### src/rtl/alu_arbiter_if.sv
// Bundle of the requester, shared-ALU and response signals around alu_arbiter.
// slave  : arbiter side (takes requests and ALU results, drives grants, ALU operands, response).
// master : environment side (requesters, ALU and response consumer).
interface alu_arbiter_if;
  logic        req0_valid;
  logic        req0_ready;
  logic [15:0] req0_a;
  logic [15:0] req0_b;
  logic [1:0]  req0_sel;
  logic        req1_valid;
  logic        req1_ready;
  logic [15:0] req1_a;
  logic [15:0] req1_b;
  logic [1:0]  req1_sel;
  logic [15:0] alu_ina;
  logic [15:0] alu_inb;
  logic [1:0]  alu_sel;
  logic [15:0] alu_out;
  logic        alu_ovf;
  logic        rsp_valid;
  logic        rsp_ready;
  logic        rsp_id;
  logic [15:0] rsp_data;
  logic        rsp_ovf;
  logic        rsp_dz;
  logic        busy;

  modport slave (
    input  req0_valid, req0_a, req0_b, req0_sel,
    input  req1_valid, req1_a, req1_b, req1_sel,
    input  alu_out, alu_ovf, rsp_ready,
    output req0_ready, req1_ready,
    output alu_ina, alu_inb, alu_sel,
    output rsp_valid, rsp_id, rsp_data, rsp_ovf, rsp_dz, busy
  );

  modport master (
    output req0_valid, req0_a, req0_b, req0_sel,
    output req1_valid, req1_a, req1_b, req1_sel,
    output alu_out, alu_ovf, rsp_ready,
    input  req0_ready, req1_ready,
    input  alu_ina, alu_inb, alu_sel,
    input  rsp_valid, rsp_id, rsp_data, rsp_ovf, rsp_dz, busy
  );
endinterface

### src/rtl/alu_arbiter.sv
// Round-robin arbiter sharing one multi-cycle ALU between two requesters.
// Ports:
//   clk   : single clock, rising edge
//   rst_n : asynchronous active-low reset
//   bus   : alu_arbiter_if.slave -- request handshakes (req0/req1), shared ALU
//           operands/results (alu_*), response handshake (rsp_*) and busy.
// One operation is in flight at a time: IDLE accepts, EXEC waits WAIT_CYC
// settle cycles, RESP holds the captured result until the consumer takes it.
module alu_arbiter #(
  parameter int unsigned WAIT_CYC = 2
) (
  input  logic          clk,
  input  logic          rst_n,
  alu_arbiter_if.slave  bus
);

  localparam int unsigned DW = 16;
  localparam int unsigned SW = 2;
  localparam int unsigned CW = 4;

  typedef enum logic [1:0] {
    IDLE = 2'd0,
    EXEC = 2'd1,
    RESP = 2'd2
  } state_e;

  state_e         state_q, state_d;
  logic [CW-1:0]  cnt_q, cnt_d;
  logic           last_grant_q, last_grant_d;
  logic [DW-1:0]  op_a_q, op_a_d;
  logic [DW-1:0]  op_b_q, op_b_d;
  logic [SW-1:0]  op_sel_q, op_sel_d;
  logic           op_id_q, op_id_d;
  logic           rsp_id_q, rsp_id_d;
  logic [DW-1:0]  rsp_data_q, rsp_data_d;
  logic           rsp_ovf_q, rsp_ovf_d;
  logic           rsp_dz_q, rsp_dz_d;

  logic           grant_vld_c;
  logic           grant_id_c;
  logic           ready0_c;
  logic           ready1_c;
  logic           div_zero_c;

  // Grant selection: lone requester wins, a tie goes opposite to the last grant.
  always_comb begin
    grant_vld_c = bus.req0_valid | bus.req1_valid;
    grant_id_c  = 1'b0;
    if (bus.req0_valid && bus.req1_valid) begin
      grant_id_c = ~last_grant_q;
    end else if (bus.req1_valid) begin
      grant_id_c = 1'b1;
    end
  end

  assign div_zero_c = (op_sel_q == SW'(3)) && (op_b_q == DW'(0));

  // Next-state, operand latch and result capture.
  always_comb begin
    state_d      = state_q;
    cnt_d        = cnt_q;
    last_grant_d = last_grant_q;
    op_a_d       = op_a_q;
    op_b_d       = op_b_q;
    op_sel_d     = op_sel_q;
    op_id_d      = op_id_q;
    rsp_id_d     = rsp_id_q;
    rsp_data_d   = rsp_data_q;
    rsp_ovf_d    = rsp_ovf_q;
    rsp_dz_d     = rsp_dz_q;
    ready0_c     = 1'b0;
    ready1_c     = 1'b0;

    case (state_q)
      IDLE: begin
        ready0_c = grant_vld_c & ~grant_id_c;
        ready1_c = grant_vld_c &  grant_id_c;
        // The granted requester sees ready=1 while valid=1, so any grant is an accept.
        if (grant_vld_c) begin
          op_a_d       = grant_id_c ? bus.req1_a   : bus.req0_a;
          op_b_d       = grant_id_c ? bus.req1_b   : bus.req0_b;
          op_sel_d     = grant_id_c ? bus.req1_sel : bus.req0_sel;
          op_id_d      = grant_id_c;
          last_grant_d = grant_id_c;
          cnt_d        = CW'(WAIT_CYC);
          state_d      = EXEC;
        end
      end
      EXEC: begin
        cnt_d = cnt_q - CW'(1);
        // Counter reaching 1 marks the WAIT_CYC-th edge after acceptance.
        if (cnt_q == CW'(1)) begin
          rsp_id_d = op_id_q;
          if (div_zero_c) begin
            rsp_data_d = {DW{1'b1}};
            rsp_ovf_d  = 1'b1;
            rsp_dz_d   = 1'b1;
          end else begin
            rsp_data_d = bus.alu_out;
            rsp_ovf_d  = bus.alu_ovf;
            rsp_dz_d   = 1'b0;
          end
          state_d = RESP;
        end
      end
      RESP: begin
        if (bus.rsp_ready) begin
          state_d = IDLE;
        end
      end
      default: begin
        state_d = IDLE;
      end
    endcase
  end

  // State and datapath registers.
  always_ff @(posedge clk or negedge rst_n) begin
    if (!rst_n) begin
      state_q      <= IDLE;
      cnt_q        <= '0;
      last_grant_q <= 1'b1;
      op_a_q       <= '0;
      op_b_q       <= '0;
      op_sel_q     <= '0;
      op_id_q      <= 1'b0;
      rsp_id_q     <= 1'b0;
      rsp_data_q   <= '0;
      rsp_ovf_q    <= 1'b0;
      rsp_dz_q     <= 1'b0;
    end else begin
      state_q      <= state_d;
      cnt_q        <= cnt_d;
      last_grant_q <= last_grant_d;
      op_a_q       <= op_a_d;
      op_b_q       <= op_b_d;
      op_sel_q     <= op_sel_d;
      op_id_q      <= op_id_d;
      rsp_id_q     <= rsp_id_d;
      rsp_data_q   <= rsp_data_d;
      rsp_ovf_q    <= rsp_ovf_d;
      rsp_dz_q     <= rsp_dz_d;
    end
  end

  assign bus.req0_ready = ready0_c;
  assign bus.req1_ready = ready1_c;
  assign bus.alu_ina    = op_a_q;
  assign bus.alu_inb    = op_b_q;
  assign bus.alu_sel    = op_sel_q;
  assign bus.rsp_valid  = (state_q == RESP);
  assign bus.rsp_id     = rsp_id_q;
  assign bus.rsp_data   = rsp_data_q;
  assign bus.rsp_ovf    = rsp_ovf_q;
  assign bus.rsp_dz     = rsp_dz_q;
  assign bus.busy       = (state_q != IDLE);

endmodule

### src/flat_wrapper.sv
// flat-port wrapper written by rule: the top's interface ports become plain ports
module alu_arbiter_flat 
#(
  parameter int unsigned WAIT_CYC = 2
)
  (clk, rst_n, bus_req0_valid, bus_req0_a, bus_req0_b, bus_req0_sel, bus_req1_valid, bus_req1_a, bus_req1_b, bus_req1_sel, bus_alu_out, bus_alu_ovf, bus_rsp_ready, bus_req0_ready, bus_req1_ready, bus_alu_ina, bus_alu_inb, bus_alu_sel, bus_rsp_valid, bus_rsp_id, bus_rsp_data, bus_rsp_ovf, bus_rsp_dz, bus_busy);
  alu_arbiter_if bus_i ();
  input  logic clk;
  input  logic rst_n;
  input wire logic [$bits(bus_i.req0_valid)-1:0] bus_req0_valid;
  input wire logic [$bits(bus_i.req0_a)-1:0] bus_req0_a;
  input wire logic [$bits(bus_i.req0_b)-1:0] bus_req0_b;
  input wire logic [$bits(bus_i.req0_sel)-1:0] bus_req0_sel;
  input wire logic [$bits(bus_i.req1_valid)-1:0] bus_req1_valid;
  input wire logic [$bits(bus_i.req1_a)-1:0] bus_req1_a;
  input wire logic [$bits(bus_i.req1_b)-1:0] bus_req1_b;
  input wire logic [$bits(bus_i.req1_sel)-1:0] bus_req1_sel;
  input wire logic [$bits(bus_i.alu_out)-1:0] bus_alu_out;
  input wire logic [$bits(bus_i.alu_ovf)-1:0] bus_alu_ovf;
  input wire logic [$bits(bus_i.rsp_ready)-1:0] bus_rsp_ready;
  output wire logic [$bits(bus_i.req0_ready)-1:0] bus_req0_ready;
  output wire logic [$bits(bus_i.req1_ready)-1:0] bus_req1_ready;
  output wire logic [$bits(bus_i.alu_ina)-1:0] bus_alu_ina;
  output wire logic [$bits(bus_i.alu_inb)-1:0] bus_alu_inb;
  output wire logic [$bits(bus_i.alu_sel)-1:0] bus_alu_sel;
  output wire logic [$bits(bus_i.rsp_valid)-1:0] bus_rsp_valid;
  output wire logic [$bits(bus_i.rsp_id)-1:0] bus_rsp_id;
  output wire logic [$bits(bus_i.rsp_data)-1:0] bus_rsp_data;
  output wire logic [$bits(bus_i.rsp_ovf)-1:0] bus_rsp_ovf;
  output wire logic [$bits(bus_i.rsp_dz)-1:0] bus_rsp_dz;
  output wire logic [$bits(bus_i.busy)-1:0] bus_busy;
  assign bus_i.req0_valid = bus_req0_valid;
  assign bus_i.req0_a = bus_req0_a;
  assign bus_i.req0_b = bus_req0_b;
  assign bus_i.req0_sel = bus_req0_sel;
  assign bus_i.req1_valid = bus_req1_valid;
  assign bus_i.req1_a = bus_req1_a;
  assign bus_i.req1_b = bus_req1_b;
  assign bus_i.req1_sel = bus_req1_sel;
  assign bus_i.alu_out = bus_alu_out;
  assign bus_i.alu_ovf = bus_alu_ovf;
  assign bus_i.rsp_ready = bus_rsp_ready;
  assign bus_req0_ready = bus_i.req0_ready;
  assign bus_req1_ready = bus_i.req1_ready;
  assign bus_alu_ina = bus_i.alu_ina;
  assign bus_alu_inb = bus_i.alu_inb;
  assign bus_alu_sel = bus_i.alu_sel;
  assign bus_rsp_valid = bus_i.rsp_valid;
  assign bus_rsp_id = bus_i.rsp_id;
  assign bus_rsp_data = bus_i.rsp_data;
  assign bus_rsp_ovf = bus_i.rsp_ovf;
  assign bus_rsp_dz = bus_i.rsp_dz;
  assign bus_busy = bus_i.busy;
  alu_arbiter #(.WAIT_CYC(WAIT_CYC)) u_core (.clk(clk), .rst_n(rst_n), .bus(bus_i));
endmodule
### config.mk
export PLATFORM = sky130hd
export DESIGN_NAME = alu_arbiter_flat
export DESIGN_NICKNAME = d
export VERILOG_FILES = /design/src/rtl/alu_arbiter_if.sv /design/src/rtl/alu_arbiter.sv /design/src/flat_wrapper.sv
export SDC_FILE = /design/constraint.sdc
export NUM_CORES = 1
export LEC_CHECK = 0
export ABC_AREA = 1
export ABC_CLOCK_PERIOD_IN_PS = 2000
export BUFFER_PORTS_ARGS = -buffer_cell sky130_fd_sc_hd__buf_2
export CAP_MARGIN = 20
export CORE_MARGIN = 2
export CORE_UTILIZATION = 48
export DETAILED_ROUTE_END_ITERATION = 7
export GPL_ROUTABILITY_DRIVEN = 0
export PLACE_DENSITY = 0.95
export SYNTH_ARGS = -nofsm -noshare
export SYNTH_HDL_FRONTEND = slang
export SYNTH_SLANG_ARGS = --single-unit
### constraint.sdc
create_clock -name clk -period 2 [get_ports clk]
set_input_delay 0.2 -clock clk [delete_from_list [all_inputs] [get_ports clk]]
set_output_delay 0.2 -clock clk [all_outputs]
set_load 0.01 [all_outputs]
==> impl_summary.md <==
Timing
The post-route fraction of the period consumed by the critical path is 92.5%. Timing would allow up to 540 MHz. The count of final setup violators is 0. The final hold violation count is 0. Between clock sinks in the finished design, the worst skew comes to approximately 0.0064 ns. The worst path meets setup with 0.150 ns of slack.

At the pin with the least slew margin, the transition time is 0.600 ns. The setup TNS is 0 ns. Setup repair after global routing left no endpoint under its margin. The clock period could shrink to about 1.9 ns. The number of pins exceeding their max-slew limit in the final report was 0. The worst pin sits at a relative slew slack of 59.9%.

Worst setup path
The number of cells traversed by the worst register-to-register path is 6. The stage delay of the slowest cell on the critical path is roughly 0.53 ns. The critical path buffer and inverter count is 2. The sort of element at the start of the critical path is a flop. The critical register-to-register path startpoint is u_core.cnt_q[1]. The capturing element type of the critical path is an output port. The required time at the worst-slack endpoint is 1.80 ns. In this run the critical register-to-register path is captured at u_core.bus.rsp_data[14]. The setup check on the worst reg-to-reg path leaves a slack of 0.40 ns. Tracing the worst setup path back leads to its startpoint at u_core.last_grant_q. The cell with the largest stage delay on the worst path is sky130_fd_sc_hd__dfstp_2. The critical path is of the reg -> out type. In this run the worst path has a maximum fanout of 35.

The arrival time of data at the critical path endpoint is 1.65 ns. In this design, the largest share of critical-path delay is due to flip-flops. Traced cell by cell, the critical path runs through nand2_1 > nand2_2 > inv_2 > nor2_1 > buf_2.

Clocking
The number of hold buffers added after CTS is 1. The clock passes through at most 2 buffers. The clock tree synthesis step divided the H-tree into 3 levels.

After clock tree synthesis, the repair step resized 0 gates. The clock tree from TritonCTS is built. The number of clock sinks is 61.

The clock insertion delay at the later pin of the skew report is 0.32 ns. The cell at the root of the clock tree is sky130_fd_sc_hd__clkbuf_8. Buffers added to address setup during post-CTS repair amount to 0. The number of clock buffers added by TritonCTS is 9. After clock tree synthesis, the clock-pin slew on the worst setup and hold paths is ~0.060 ns.

Drt
For this block, the via count after detailed routing is 2759. After detailed routing, the number of vias per cell comes to 5.00. In the routed design, unresolved DRC markers number 0. The average wire per cell in the routed design is 13.2 um. The number of detailed-routing iterations run before antenna repair is 4. The number of routed nets with antenna violations is 0.

The wire length reported by the detailed router is 7300 um. The first routing iteration left 121 violations.

Outcome
The run finished with clean final reports.

GRT
The initial antenna violation count is 0. The first-pass GRT wire length is around 12000 um. Entering global routing, the biggest net connects between 40 and 50 pins. The via count of the first global-routing pass came to 2582.

The global route total overflow is 0. The overall track demand over capacity in global routing is a little under a quarter.

Die
The floorplan has 27 rows. From left edge to right edge, the die measures 79.6 um. For this configuration, the core starts out at a cell density of 49.8%. In this run the count of I/O pins placed on the die edge is 147. In this run the standard cell core region covers 0.00551 mm2. The die is 79.6 um tall. The floorplan step defined a die boundary enclosing 0.00633 mm2.

Yosys
Synthesis handed over a netlist of 329 instances. Synthesis instantiated 24 different standard cells from the library. The warning count from the yosys run is 0.

For this run, asynchronously set or reset flops after synthesis account for 100%. Sequential elements use between 50% and 60% of the synthesized area. The number of enable flip-flop cells after synthesis is 0. The synthesized netlist net count is approximately 420.

The synthesized design contains between 60 and 70 register bits. The top-area cell type share of the netlist area is a little over half. The most common cell in the synthesized netlist is sky130_fd_sc_hd__nor2_1.

The netlist area before placement is 0.00274 mm2. The dominant cell type by area after synthesis is sky130_fd_sc_hd__dfrtp_1. Sorting the synthesized cells by area gives the leading types as sky130_fd_sc_hd__dfrtp_1 55%, sky130_fd_sc_hd__nor2_1 12%, sky130_fd_sc_hd__o21ai_1 7.1%. The most used flip-flop cell after synthesis is sky130_fd_sc_hd__dfrtp_1.

By count the netlist is led by 87 x sky130_fd_sc_hd__nor2_1, 60 x sky130_fd_sc_hd__dfrtp_1, 51 x sky130_fd_sc_hd__nand2_1. The post-synthesis average cell area is 8.34 um2.

Layout
From synthesis to final layout, the design area changed by 36.5%. The count of nets after finishing is 567. The number of antenna cells inserted is 0. The final core area utilization is 68.0%. In the final layout, the share of cells above drive strength 1 is 36.9%.

Placement
The detailed placer's ending HPWL is 5430 um. The count of buffers inserted at the top-level ports is 146. OpenSTA, run right after detailed placement, puts the worst setup slack at 0.430 ns.

Power
In this run the power density over the cells is 1540 mW/mm2. The total power consumption of the routed design is 5780 uW. Across the VDD grid, the largest voltage drop is slightly above 0.0007 V. The leakage power is 0.00194 uW.

Hold path
For hold timing, the worst endpoint is u_core.state_q[1]. The tightest min-delay check is of the in -> reg type. Along the worst hold path, the cell count comes to 2. The startpoint of the lowest-slack hold path is bus_rsp_ready.

Job
The max capacitance violation total is 0.
[cell families after synthesis]
family          synth area share, %
buf+inv                        5.57
simple gates                   20.3
fa+ha+maj                     0.912
xor+xnor                      0.319
flops                          55.7
compound gates                 17.2
[placed cells by master (no fill, tap or decap)]
cell type	Yosys	layout
sky130_fd_sc_hd__buf_2	6	146
sky130_fd_sc_hd__nand2_1	51	51
sky130_fd_sc_hd__a21oi_1	19	19
sky130_fd_sc_hd__dfrtp_1	60	60
sky130_fd_sc_hd__dfstp_2	1	1
sky130_fd_sc_hd__xor2_1	1	1
sky130_fd_sc_hd__o21ai_0	32	32
sky130_fd_sc_hd__a31oi_1	1	1
sky130_fd_sc_hd__ha_1	2	2
sky130_fd_sc_hd__clkbuf_8	0	11
sky130_fd_sc_hd__o31ai_1	1	1
sky130_fd_sc_hd__buf_4	3	5
sky130_fd_sc_hd__buf_12	0	1
sky130_fd_sc_hd__nor2_4	1	1
sky130_fd_sc_hd__o21ai_1	39	39
sky130_fd_sc_hd__inv_2	5	5
sky130_fd_sc_hd__a22oi_1	1	1
sky130_fd_sc_hd__inv_1	6	6
sky130_fd_sc_hd__nand3_1	1	1
sky130_fd_sc_hd__clkinv_2	0	2
sky130_fd_sc_hd__dlygate4sd3_1	0	1
sky130_fd_sc_hd__bufinv_16	0	2
sky130_fd_sc_hd__nand2_2	2	2
sky130_fd_sc_hd__nand3_2	1	1
sky130_fd_sc_hd__nor2_1	87	87
sky130_fd_sc_hd__clkbuf_1	1	1
[layout make-up]
class / instances / area (um2)
fillers: 476 / 1760
flip-flops and latches: 61 / 1530
multi-input cells: 239 / 1060
repair buffers: 153 / 798
clock inverters: 4 / 70.1
inverters: 11 / 41.3
clock buffers: 12 / 155
well taps: 72 / 90.1
[per-stage QoR]
step           cells  cell area (um2)  hold WS, ns
2_1_floorplan    329             2740      -0.0956
3_3_place_gp     535             3510        0.184
3_5_place_dp     535             3510        0.201
4_1_cts          552             3740       0.0491
5_1_grt          552             3740       0.0651
6_report         552             3740       0.0581
[worst max path at each step]
stage | to | slack (ns) | cells past startpoint
finish | bus_req0_ready | 0.15 | 5
global route | bus_req0_ready | 0.008 | 5
CTS | bus_req0_ready | 0.14 | 5
detailed placement | u_core.bus.rsp_data[5] | 0.43 | 6
global placement | bus_req0_ready | 0.53 | 5
floorplan | bus_req0_ready | 0.70 | 5
[flip-flops by register name, summed over array words and instances, names as in the netlist]
name / flops
u_core.bus.rsp_dz: 1
u_core.cnt_q: 4
u_core.bus.rsp_id: 1
u_core.bus.rsp_ovf: 1
u_core.bus.rsp_data: 16
u_core.op_id_q: 1
u_core.state_q: 2
u_core.bus.alu_ina: 16
u_core.bus.alu_sel: 2
u_core.last_grant_q: 1
u_core.bus.alu_inb: 16
[per-layer routing]
layer / vias up / GRT usage (%) / wire length, um
li1: 1359 / - / -
met1: 1264 / 29.6 / 3070
met2: 130 / 40.3 / 3600
met3: 6 / 5.09 / 570
met4: 0 / 8.10 / 63
met5: - / 0 / 0
[worst register-to-register path, cell delays in order, from the launching register on]
cell,delay (ns)
sky130_fd_sc_hd__dfrtp_1,0.36
sky130_fd_sc_hd__inv_1,0.12
sky130_fd_sc_hd__ha_1,0.21
sky130_fd_sc_hd__nand3_2,0.09
sky130_fd_sc_hd__inv_1,0.45
sky130_fd_sc_hd__nor2_1,0.11
sky130_fd_sc_hd__a21oi_1,0.18
[where the power goes]
group	internal, uW	switching [uW]	total [uW]
Sequential	1840	377	2210
Combinational	940	1420	2360
Clock	766	444	1210
No activity file was read; power rests on OpenSTA's default activity.
